===== src/rtl/cipher_out_serializer.sv =====
// Output stage for the AES encrypt path: a block FIFO feeding a byte serializer with valid/ready on both sides.
// Define CIPHER_MATCH_EN to add per-byte comparison of each emitted block against expected_text.
module cipher_out_serializer #(
    parameter int BLOCK_W   = 128,
    parameter int DEPTH     = 4,
    parameter int LSB_FIRST = 1
) (
    input  logic                         clk,
    input  logic                         rst_n,
    input  logic                         in_valid,
    output logic                         in_ready,
    input  logic [BLOCK_W-1:0]           cipher_text,
    output logic                         out_valid,
    input  logic                         out_ready,
    output logic [7:0]                   out_byte,
    output logic                         out_last,
    output logic [$clog2(DEPTH+1)-1:0]   fifo_count,
    output logic                         busy
`ifdef CIPHER_MATCH_EN
    ,
    input  logic [BLOCK_W-1:0]           expected_text,
    output logic [BLOCK_W/8-1:0]         match_flags,
    output logic                         match_valid
`endif
);

    localparam int NBYTES = BLOCK_W / 8;
    localparam int IDX_W  = $clog2(NBYTES);
    localparam int PTR_W  = $clog2(DEPTH);
    localparam int CNT_W  = $clog2(DEPTH + 1);

    typedef enum logic {IDLE, SEND} state_t;

    state_t               state_q, state_d;
    logic [IDX_W-1:0]     idx_q, idx_d;
    logic [BLOCK_W-1:0]   shift_q, shift_d;
    logic [PTR_W-1:0]     wr_ptr_q, wr_ptr_d;
    logic [PTR_W-1:0]     rd_ptr_q, rd_ptr_d;
    logic [CNT_W-1:0]     count_q, count_d;
    logic [BLOCK_W-1:0]   mem_q [DEPTH];
    logic [BLOCK_W-1:0]   mem_d [DEPTH];

    logic                 wr_en;
    logic                 pop;
    logic                 last_byte;
    logic                 fifo_nonempty;
    logic [IDX_W-1:0]     byte_sel;

    assign in_ready      = (count_q < CNT_W'(DEPTH));
    assign wr_en         = in_valid && in_ready;
    assign fifo_nonempty = (count_q != '0);
    assign last_byte     = (idx_q == IDX_W'(NBYTES - 1));

    assign out_valid  = (state_q == SEND);
    assign out_last   = out_valid && last_byte;
    assign byte_sel   = (LSB_FIRST != 0) ? idx_q : (IDX_W'(NBYTES - 1) - idx_q);
    assign out_byte   = out_valid ? shift_q[{byte_sel, 3'b000} +: 8] : 8'h00;
    assign fifo_count = count_q;
    assign busy       = out_valid || fifo_nonempty;

    // A finishing byte pops the next queued block in the same edge so blocks stream without a bubble.
    always_comb begin
        state_d  = state_q;
        idx_d    = idx_q;
        shift_d  = shift_q;
        wr_ptr_d = wr_ptr_q;
        rd_ptr_d = rd_ptr_q;
        count_d  = count_q;
        mem_d    = mem_q;
        pop      = 1'b0;

        case (state_q)
            IDLE: begin
                if (fifo_nonempty) begin
                    pop     = 1'b1;
                    idx_d   = '0;
                    state_d = SEND;
                end
            end
            SEND: begin
                if (out_ready) begin
                    if (!last_byte) begin
                        idx_d = idx_q + 1'b1;
                    end else if (fifo_nonempty) begin
                        pop   = 1'b1;
                        idx_d = '0;
                    end else begin
                        state_d = IDLE;
                    end
                end
            end
            default: state_d = IDLE;
        endcase

        if (pop) begin
            shift_d  = mem_q[rd_ptr_q];
            rd_ptr_d = rd_ptr_q + 1'b1;
        end
        if (wr_en) begin
            mem_d[wr_ptr_q] = cipher_text;
            wr_ptr_d        = wr_ptr_q + 1'b1;
        end

        case ({wr_en, pop})
            2'b10:   count_d = count_q + 1'b1;
            2'b01:   count_d = count_q - 1'b1;
            default: count_d = count_q;
        endcase
    end

    always_ff @(posedge clk or negedge rst_n) begin
        if (!rst_n) begin
            state_q  <= IDLE;
            idx_q    <= '0;
            shift_q  <= '0;
            wr_ptr_q <= '0;
            rd_ptr_q <= '0;
            count_q  <= '0;
            for (int i = 0; i < DEPTH; i++) begin
                mem_q[i] <= '0;
            end
        end else begin
            state_q  <= state_d;
            idx_q    <= idx_d;
            shift_q  <= shift_d;
            wr_ptr_q <= wr_ptr_d;
            rd_ptr_q <= rd_ptr_d;
            count_q  <= count_d;
            mem_q    <= mem_d;
        end
    end

`ifdef CIPHER_MATCH_EN
    logic [NBYTES-1:0] match_flags_q, match_flags_d;
    logic              match_valid_q, match_valid_d;

    // Flags are indexed by byte position in the block, independent of emission order.
    always_comb begin
        match_flags_d = match_flags_q;
        match_valid_d = 1'b0;
        if (out_valid && out_ready && last_byte) begin
            match_valid_d = 1'b1;
            for (int i = 0; i < NBYTES; i++) begin
                match_flags_d[i] = (shift_q[8*i +: 8] == expected_text[8*i +: 8]);
            end
        end
    end

    always_ff @(posedge clk or negedge rst_n) begin
        if (!rst_n) begin
            match_flags_q <= '0;
            match_valid_q <= 1'b0;
        end else begin
            match_flags_q <= match_flags_d;
            match_valid_q <= match_valid_d;
        end
    end

    assign match_flags = match_flags_q;
    assign match_valid = match_valid_q;
`endif

endmodule


===== config.mk =====
export PLATFORM = sky130hd
export DESIGN_NAME = cipher_out_serializer
export DESIGN_NICKNAME = d
export VERILOG_FILES = /design/src/rtl/cipher_out_serializer.sv
export SDC_FILE = /design/constraint.sdc
export NUM_CORES = 1
export LEC_CHECK = 0
export ABC_AREA = 1
export CORE_UTILIZATION = 25
export CTS_CLUSTER_SIZE = 24
export DETAILED_ROUTE_END_ITERATION = 16
export DONT_BUFFER_PORTS = 1
export PLACE_DENSITY = 0.39
export SYNTH_ARGS = -nofsm -noshare
export SYNTH_HDL_FRONTEND = slang
export SYNTH_SLANG_ARGS = --single-unit

===== constraint.sdc =====
create_clock -name clk -period 3.1 [get_ports clk]
set_input_delay 0.775 -clock clk [delete_from_list [all_inputs] [get_ports clk]]
set_output_delay 0.775 -clock clk [all_outputs]
set_load 0.02 [all_outputs]

Word level (Yosys, flattened, before mapping)
Index checks and enable logic that the tools add are counted.
{ "op_classes": {"n_shift": 1, "n_bitwise": 3, "mux": 19, "addsub": 5, "n_reduce_logical": 6, "n_eq_ne": 4, "n_lt_le_gt_ge": 4} }
{ "op_table": {"columns": ["cell", "n"], "rows": [
  ["512-bit bitwise mux", 1],
  ["128-bit two-way mux", 3],
  ["128-bit binary-select mux with 2-bit select", 1],
  ["128-bit demux with 2-bit select", 1],
  ["128-bit by 8-bit variable part select with 8-bit output", 1],
  ["4-bit two-way mux", 3],
  ["8-bit two-way mux", 1],
  ["4-bit case mux with 2 select lines", 1],
  ["3-bit >= comparator, second input constant", 2],
  ["2-bit inverter with 3-bit output", 2],
  ["3-bit case mux with 2 select lines", 1],
  ["1-bit two-way mux", 5],
  ["2-bit by 1-bit adder with 2-bit output, second input constant", 2],
  ["4-bit by 1-bit adder with 4-bit output, second input constant", 1],
  ["4-bit == test, second input constant", 1],
  ["1-bit case mux with 2 select lines", 2],
  ["3-bit by 1-bit adder with 3-bit output, second input constant", 1],
  ["1-bit logical AND", 3],
  ["3-bit by 1-bit less-than comparator with 1-bit output, second input constant", 1],
  ["3-bit less-than comparator, second input constant", 1],
  ["3-bit nonzero test", 1],
  ["3-bit by 1-bit subtractor with 3-bit output, second input constant", 1],
  ["2-bit by 1-bit == test with 1-bit output, second input constant", 1],
  ["2-bit == test, second input constant", 1],
  ["other kinds (4)", 4]
]} }
{ "word_totals": {"word_cells": 52, "regBits": 652, "output_inout_bits": 15} }

Logic depth before layout (Yosys ltp)
Gate-level depths: netlist (run 1).
{ "logic_depth": {"ltp_word": 7, "depth_mapped": 15} }

Worst setup path before layout (run 1)
Ideal clock, no wire load.
{ "synth_path": {"path_type": "input port to flip-flop", "startpoint": "input out_ready", "endpoint": "register count_q[2], in the netlist fifo_count[2]", "required_time_ns": 2.969, "slack_ns": 0.652, "setup_ns": 0.131, "t_arrival_ns": 2.317, "path_stages": 12, "path_cell_list": "inv_1 nand2_1 nand3_2 inv_2 buf_4 buf_4 ha_1 inv_1 fa_1 a21oi_1 o21ai_0 xor2_1"} }
{ "synth_via": {"elab_chain_cells": 4} }
{ "synth_rtl": {"columns": ["item", "line", "rtl"], "rows": [
  ["start: declaration", "14", "input logic out_ready,"],
  ["1-bit two-way mux (*)", "81", "if (out_ready) begin"],
  ["1-bit case mux with 2 select lines (*)", "72", "case (state_q)"],
  ["named net pop", "44", "logic pop;"],
  ["2-bit by 1-bit == test with 1-bit output or 2-bit == test (tied branches)", "104", "case ({wr_en, pop})"],
  ["3-bit case mux with 2 select lines or 2-bit nonzero test (tied branches)", null, null],
  ["end signal: assignment", "128", "count_q <= count_d;"],
  ["end: declaration", "39", "logic [CNT_W-1:0] count_q, count_d;"]
]} }
The timed path passes the listed nets; every way through them passes the cells marked *.
A chain may end at the register's enable or synchronous reset.

Worst setup path after layout (run 1)
{ "layout_path": {"startpoint": "register idx_q[0], in the netlist byte_sel[0]", "endpoint": "output out_byte[1]"} }
{ "layout_via": {"elab_chain_cells": 2} }
{ "layout_rtl": {"columns": ["item", "line", "rtl"], "rows": [
  ["start: declaration", "35", "logic [IDX_W-1:0] idx_q, idx_d;"],
  ["start signal: assignment", "124", "idx_q <= idx_d;"],
  ["128-bit by 8-bit variable part select with 8-bit output", "57", "assign out_byte = out_valid ? shift_q[{byte_sel, 3'b000} +: 8] : 8'h00;"],
  ["8-bit two-way mux", "57", null],
  ["end: declaration", "15", "output logic [7:0] out_byte,"]
]} }
Every way passes these cells.

==> flow_summary.toml, run 1 <==
[outcome]
status = "finished, violations left"
violations = "hold timing, slew limit"

[logic_synthesis]
synth_cell_types = 26
ys_seq_area_frac = 0.562
syn_inst = 3527
dominantRegCellSynth = "dfrtp_1"
yosysTopAreaCell = "dfrtp_1"
synth_xor_xnor_area_share = 0.00121
synth.cell_area_mm2 = 0.0290
ys_top_cells_by_area = "dfrtp_1 (56%), o21ai_0 (12%), nand2_1 (10%), o21ai_1 (6.1%), nor2_1 (5.0%)"
synth_nets = 3666
ys_warn_count = 0
synth_common_cells = "nand2_1 (776), o21ai_0 (680), dfrtp_1 (652)"
synth_mux_area_frac = 0
yosys.area_share.simple = 0.174
ys_ff_latch = 652
synthArstFlopShare = 1.00
synth_top_family_by_area = "compound AO/OA/AOI/OAI gates"
post-synth-top-count-cell = "nand2_1"
synth-compound-area-share = 0.180
synth_edf_count = 0
netlist.area_leader.share = 0.562
syn_avg_cell_area_um2 = 8.23
synthAdderAreaFrac = 0.00327

[timing]
finalSetupViolCount = 0
fmax_mhz = 331
drv_slew = 224
final.min_clock_period_ps = 3020
timing.hold.ws_ps = -126
fin_skew_ps = 23.3
min_period_over_period = 0.975
max_slew_margin = -0.194
final_hold_viol_count = 282
worst_pin_slew_ps = 1790

[route]
drtIter0Drc = 1603
drc = 0
viasPerCell = 4.48
drtPass1Iterations = 5
postRouteAntennaNets = 0
vias = 22400
wire_per_inst_um = 17.7
wl_um = 88400

[setup_path]
rr_worst_depth = 14
critPathLaunch = "byte_sel[0]"
worst-path-buf-inv = 2
max_stage_delay_ps = 450
worstPathCellList = "buf_4 -> nand2_1 -> nand3_1 -> nand3_1 -> nand3_1 -> a21oi_4 -> buf_4"
required_ps = 2320
cp_slowest_cell = "dfrtp_2"
cpLargestDelayFamily = "simple AND/OR/NAND/NOR gates"
endpoint_kind = "output port"
worst-path-max-fanout = 18
rrSetupSlack_ps = 520
r2r_end = "fifo_count[2]"
worstReg2RegStart = "byte_sel[1]"
start_kind = "flop"
cp_common_cell = "nand3_1"
critPathKind = "reg -> out"
arrival_ps = 2250

[power_and_ir_drop]
netSwitchingFraction = 0.389
p_comb_frac = 0.360
p_leak_nw = 15.4
p_switching_w = 0.0145
total_power_w = 0.0371
pwr-share-clk = 0.255
pwr-share-seq = 0.385
cellInternalPower_w = 0.0227
peakVddDrop_mv = 0.557
powerDensity_mw_per_mm2 = 1110

[placement]
dpl.hpwl_um = 54100
io_buffer_count = 0
dpl_cell_area_mm2 = 0.0305
place_congestion = 0.730

[global_routing]
grt_max_degree = 653
track_usage = 0.152
grt_overflow_total = 0
grt_pass1_wl_um = 139000
antenna_found_initial = 11
first_global_vias = 21900

[clock_tree]
cts_tree = "done"
clkTransAtPathRegs_ps = 60
cts-htree-levels = 3
clk_latency_ps = 640
ctsLongestPathBuffers = 3
cts_root_buf = "clkbuf_16"
clock-sinks = 652
numCtsBuffers = 81

[floorplanning]
ioPinCount = 147
fp.dieH_um = 343
core_mm2 = 0.115
placementRows = 124
die_w_um = 343
dieArea_mm2 = 0.118
start_util = 0.253

[cells_and_area]
finish.utilization = 0.290
final_area_mm2 = 0.0333
fin_nets = 3565
drive_gt1_frac = 0.0642
syn2layout_area_growth_pct = 14.8
antenna-diode-count = 0

[min_path]
holdCritPathClass = "in -> async"

[job]
cap_violations = 0
-- cell usage in the layout, fill, tap and decap left out, drive strengths merged --
master,instances
a21oi,9
buf,66
bufinv,3
clkbuf,130
clkinv,11
clkinvlp,4
dfrtp,652
fa,1
ha,6
inv,276
nand2,783
nand3,119
nor2,391
nor3,2
o21ai,1034
xnor2,1
xor2,3
-- area by class of cell --
type	count	area [um2]
Multi-Input combinational cell	2349	10600
Clock inverter	19	185
Sequential cell	652	16300
Tap cell	1512	1890
Timing Repair Buffer	67	841
Fill cell	12500	81500
Clock buffer	129	2470
Inverter	275	1060
-- layer usage --
layer	up-vias	GRT usage	part of all wire
met5	-	0	0.0015
met4	22	0.0378	0.016
met1	10800	0.224	0.50
li1	11200	-	-
met3	112	0.0365	0.050
met2	327	0.220	0.43
-- metrics by stage --
step	setup slack [ps]	cells	TNS [ps]
after floorplan	652	3527	0
after global placement	413	4853	0
after detailed placement	442	4853	0
after CTS	0.853	5001	0
after global routing	-3.40	5003	-3.40
final	77.0	5003	0
-- cells by family after synthesis --
logic type	after synthesis
compound gates	1043
xor+xnor	4
fa+ha+maj	7
buf+inv	526
flops	652
simple gates	1295
-- worst max-delay path by stage --
stage	endpoint	slack, ps	depth (start not counted)
after floorplan	fifo_count[2]	650	12
after global placement	fifo_count[2]	410	14
after detailed placement	fifo_count[2]	440	14
after CTS	out_byte[6]	0.9	7
after global routing	out_byte[0]	-3	8
final	out_byte[1]	80	7
-- sequential cells by signal, indices dropped and copies added (netlist names) --
signal,count
byte_sel,4
fifo_count,3
mem_q,512
out_valid,1
rd_ptr_q,2
shift_q,128
wr_ptr_q,2
-- power by group through the flow --
stage                     clock [W]  combinational (W)  sequential (W)
after floorplan                   0            0.00919          0.0138
after global placement            0             0.0135          0.0143
after detailed placement          0             0.0135          0.0144
after CTS                   0.00985             0.0137          0.0143
after global routing         0.0102             0.0155          0.0148
final                       0.00947             0.0134          0.0143
-- what timing repair did --
action	in CTS	in global routing
hold endpoints to repair	652	547
resized for setup	19	17
setup endpoints to repair	9	9
pin swaps	2	4
setup buffers	0	1
cloned	0	1
Power figures use the tool's default switching activity.
==> run 2, diff against run 1 <==
ABC_AREA = unset   (was 1)
MAX_ROUTING_LAYER = met4   (was unset)
==> run 2 against run 1 <==
Against the previous run: the run ends with setup timing left; largest power group unchanged; sequential share of layout area decreased by 1.0 points; critical endpoint is now out_byte[6]; fmax decreased by 4.4%; first-iteration DRC count decreased by 67%.
==> flow_summary.toml, run 2 <==
[clock_tree]
cts_root_buf = "clkbuf_16"
clk_latency_ps = 650
clkTransAtPathRegs_ps = 60
ctsLongestPathBuffers = 3
cts-htree-levels = 3
numCtsBuffers = 81
clock-sinks = 652
cts_tree = "done"

[timing]
fin_skew_ps = 27.7
fin_ws_ps = -62.0
drv_slew = 0
grt_setup_unrepaired = "true"
final.min_clock_period_ps = 3160
finalSetupViolCount = 7
max_slew_margin = 0.317
min_period_over_period = 1.02
final_hold_viol_count = 0
worst_pin_slew_ps = 1020
fmax_mhz = 316

[global_routing]
grt_overflow_total = 0
grt_pass1_wl_um = 118000
grt_max_degree = 653
antenna_found_initial = 1
first_global_vias = 16700
track_usage = 0.142

[floorplanning]
start_util = 0.252
ioPinCount = 147
placementRows = 124
fp.dieH_um = 341
dieArea_mm2 = 0.116
core_mm2 = 0.114
die_w_um = 341

[logic_synthesis]
yosysTopAreaCell = "dfrtp_1"
ys_warn_count = 0
synthArstFlopShare = 1.00
netlist.area_leader.share = 0.567
synth.cell_area_mm2 = 0.0288
ys_seq_area_frac = 0.567
dominantRegCellSynth = "dfrtp_1"
syn_avg_cell_area_um2 = 16.9
synth_nets = 1838
synth_edf_count = 0
ys_ff_latch = 652
post-synth-top-count-cell = "dfrtp_1"
syn_inst = 1699
ys_top_cells_by_area = "dfrtp_1 (57%), mux2_2 (22%), mux4_2 (11%), mux2_4 (4.5%), buf_2 (1.3%)"
synth_common_cells = "dfrtp_1 (652), mux2_2 (559), mux4_2 (144)"
synth_cell_types = 42

[power_and_ir_drop]
total_power_w = 0.0394
peakVddDrop_mv = 0.395
powerDensity_mw_per_mm2 = 1160
p_leak_nw = 14.3

[placement]
dpl_cell_area_mm2 = 0.0310
place_congestion = 0.767
dpl.hpwl_um = 51300
io_buffer_count = 0

[cells_and_area]
nFillCells = 11400
antenna-diode-count = 0
fin_nets = 1896
syn2layout_area_growth_pct = 18.3
drive_gt1_frac = 0.572
final_common_cell = "dfrtp_1"
top_register = "mem_q"
final_cell_mix = "dfrtp_1 (647), mux2_2 (559), mux4_2 (144)"
final_area_mm2 = 0.0341
largest_register_ffs = 512

[route]
drtIter0Drc = 524
viasPerCell = 4.48
wl_um = 79100
vias = 14900
drc = 0
postRouteAntennaNets = 0
wire_per_inst_um = 23.8
drtPass1Iterations = 4

[setup_path]
arrival_ps = 2390
worst-path-max-fanout = 5
critPathKind = "reg -> out"
endpoint_kind = "output port"
start_kind = "flop"
required_ps = 2320

[outcome]
status = "finished, violations left"
violations = "setup timing"

[min_path]
holdCritPathClass = "in -> async"

[job]
cap_violations = 0
## run 2: worst paths after layout
check / cells after the start / start / endpoint / slack (ps)
setup / recovery: 6 / byte_sel[0] / out_byte[6] / -60
hold / removal: 1 / rst_n / mem_q[368] / 70
setup reg to reg: 12 / byte_sel[0] / fifo_count[2] / 320
hold reg to reg: 1 / mem_q[190] / mem_q[190] / 500
max in group asynchronous: 3 / rst_n / mem_q[309] / 740
min in group clk: 1 / cipher_text[54] / mem_q[438] / 270
## run 2: cell type report
class | count | area [um2] | area share
clock inverter | 19 | 193 | 0.00566
sequential | 652 | 16300 | 0.479
inverter | 9 | 37.5 | 0.00110
clock buffer | 124 | 2390 | 0.0702
multi-input combinational | 923 | 12000 | 0.352
timing repair buffer | 90 | 1220 | 0.0359
tap | 1512 | 1890 | 0.0555
## run 2: worst max-delay path, stage by stage, from the launching register on
cell and delay [ps]:
dfrtp_4 500, buf_6 150, buf_6 110, mux4_2 450, o221ai_4 260, nand2_4 110
buf_6 150
## run 2: cell families after synthesis
family	after synthesis	share of synthesized area
compound gates	46	0.0116
flops	652	0.567
xor+xnor	6	0.00183
buf+inv	124	0.0233
mux	815	0.385
fa+ha+maj	7	0.00330
simple gates	49	0.00765
## run 2: timing repair
item,CTS,global route
pin swaps,9,4
setup buffers,10,0
endpoints found under the setup margin,9,9
hold endpoints to repair,652,4
cloned,1,0
gates resized for setup,40,14
## run 2: per-stage QoR
stage	hold slack, ps	util	instances	setup TNS [ps]	setup WS (ps)
after floorplan	474	-	1699	0	421
after global placement	481	0.272	3170	0	313
after detailed placement	487	0.272	3170	0	303
after CTS	-136	0.297	3324	-882	-136
after global routing	134	0.298	3329	-934	-144
final	66.1	0.298	3329	-257	-62.0
## run 2: routing by layer
metal,up-vias,global-route usage,wire length (um)
met4,0,0.0378,1440
met2,231,0.221,37700
met1,8083,0.182,35200
li1,6501,-,-
met3,101,0.0379,4670
met5,-,-,0
## run 2: power breakdown
group	internal (W)	leakage [nW]	total, W	switching, W
logic	0.00862	5.16	0.0149	0.00630
clock network	0.00547	1.27	0.00927	0.00380
registers	0.0127	7.91	0.0152	0.00245
total	0.0268	14.3	0.0394	0.0125
==> run 3, diff against run 2 <==
SETUP_SLACK_MARGIN = 0.02   (was unset)
==> results of run 3 <==
No change in the layout: final DEF, timing and power equal those of run 2.
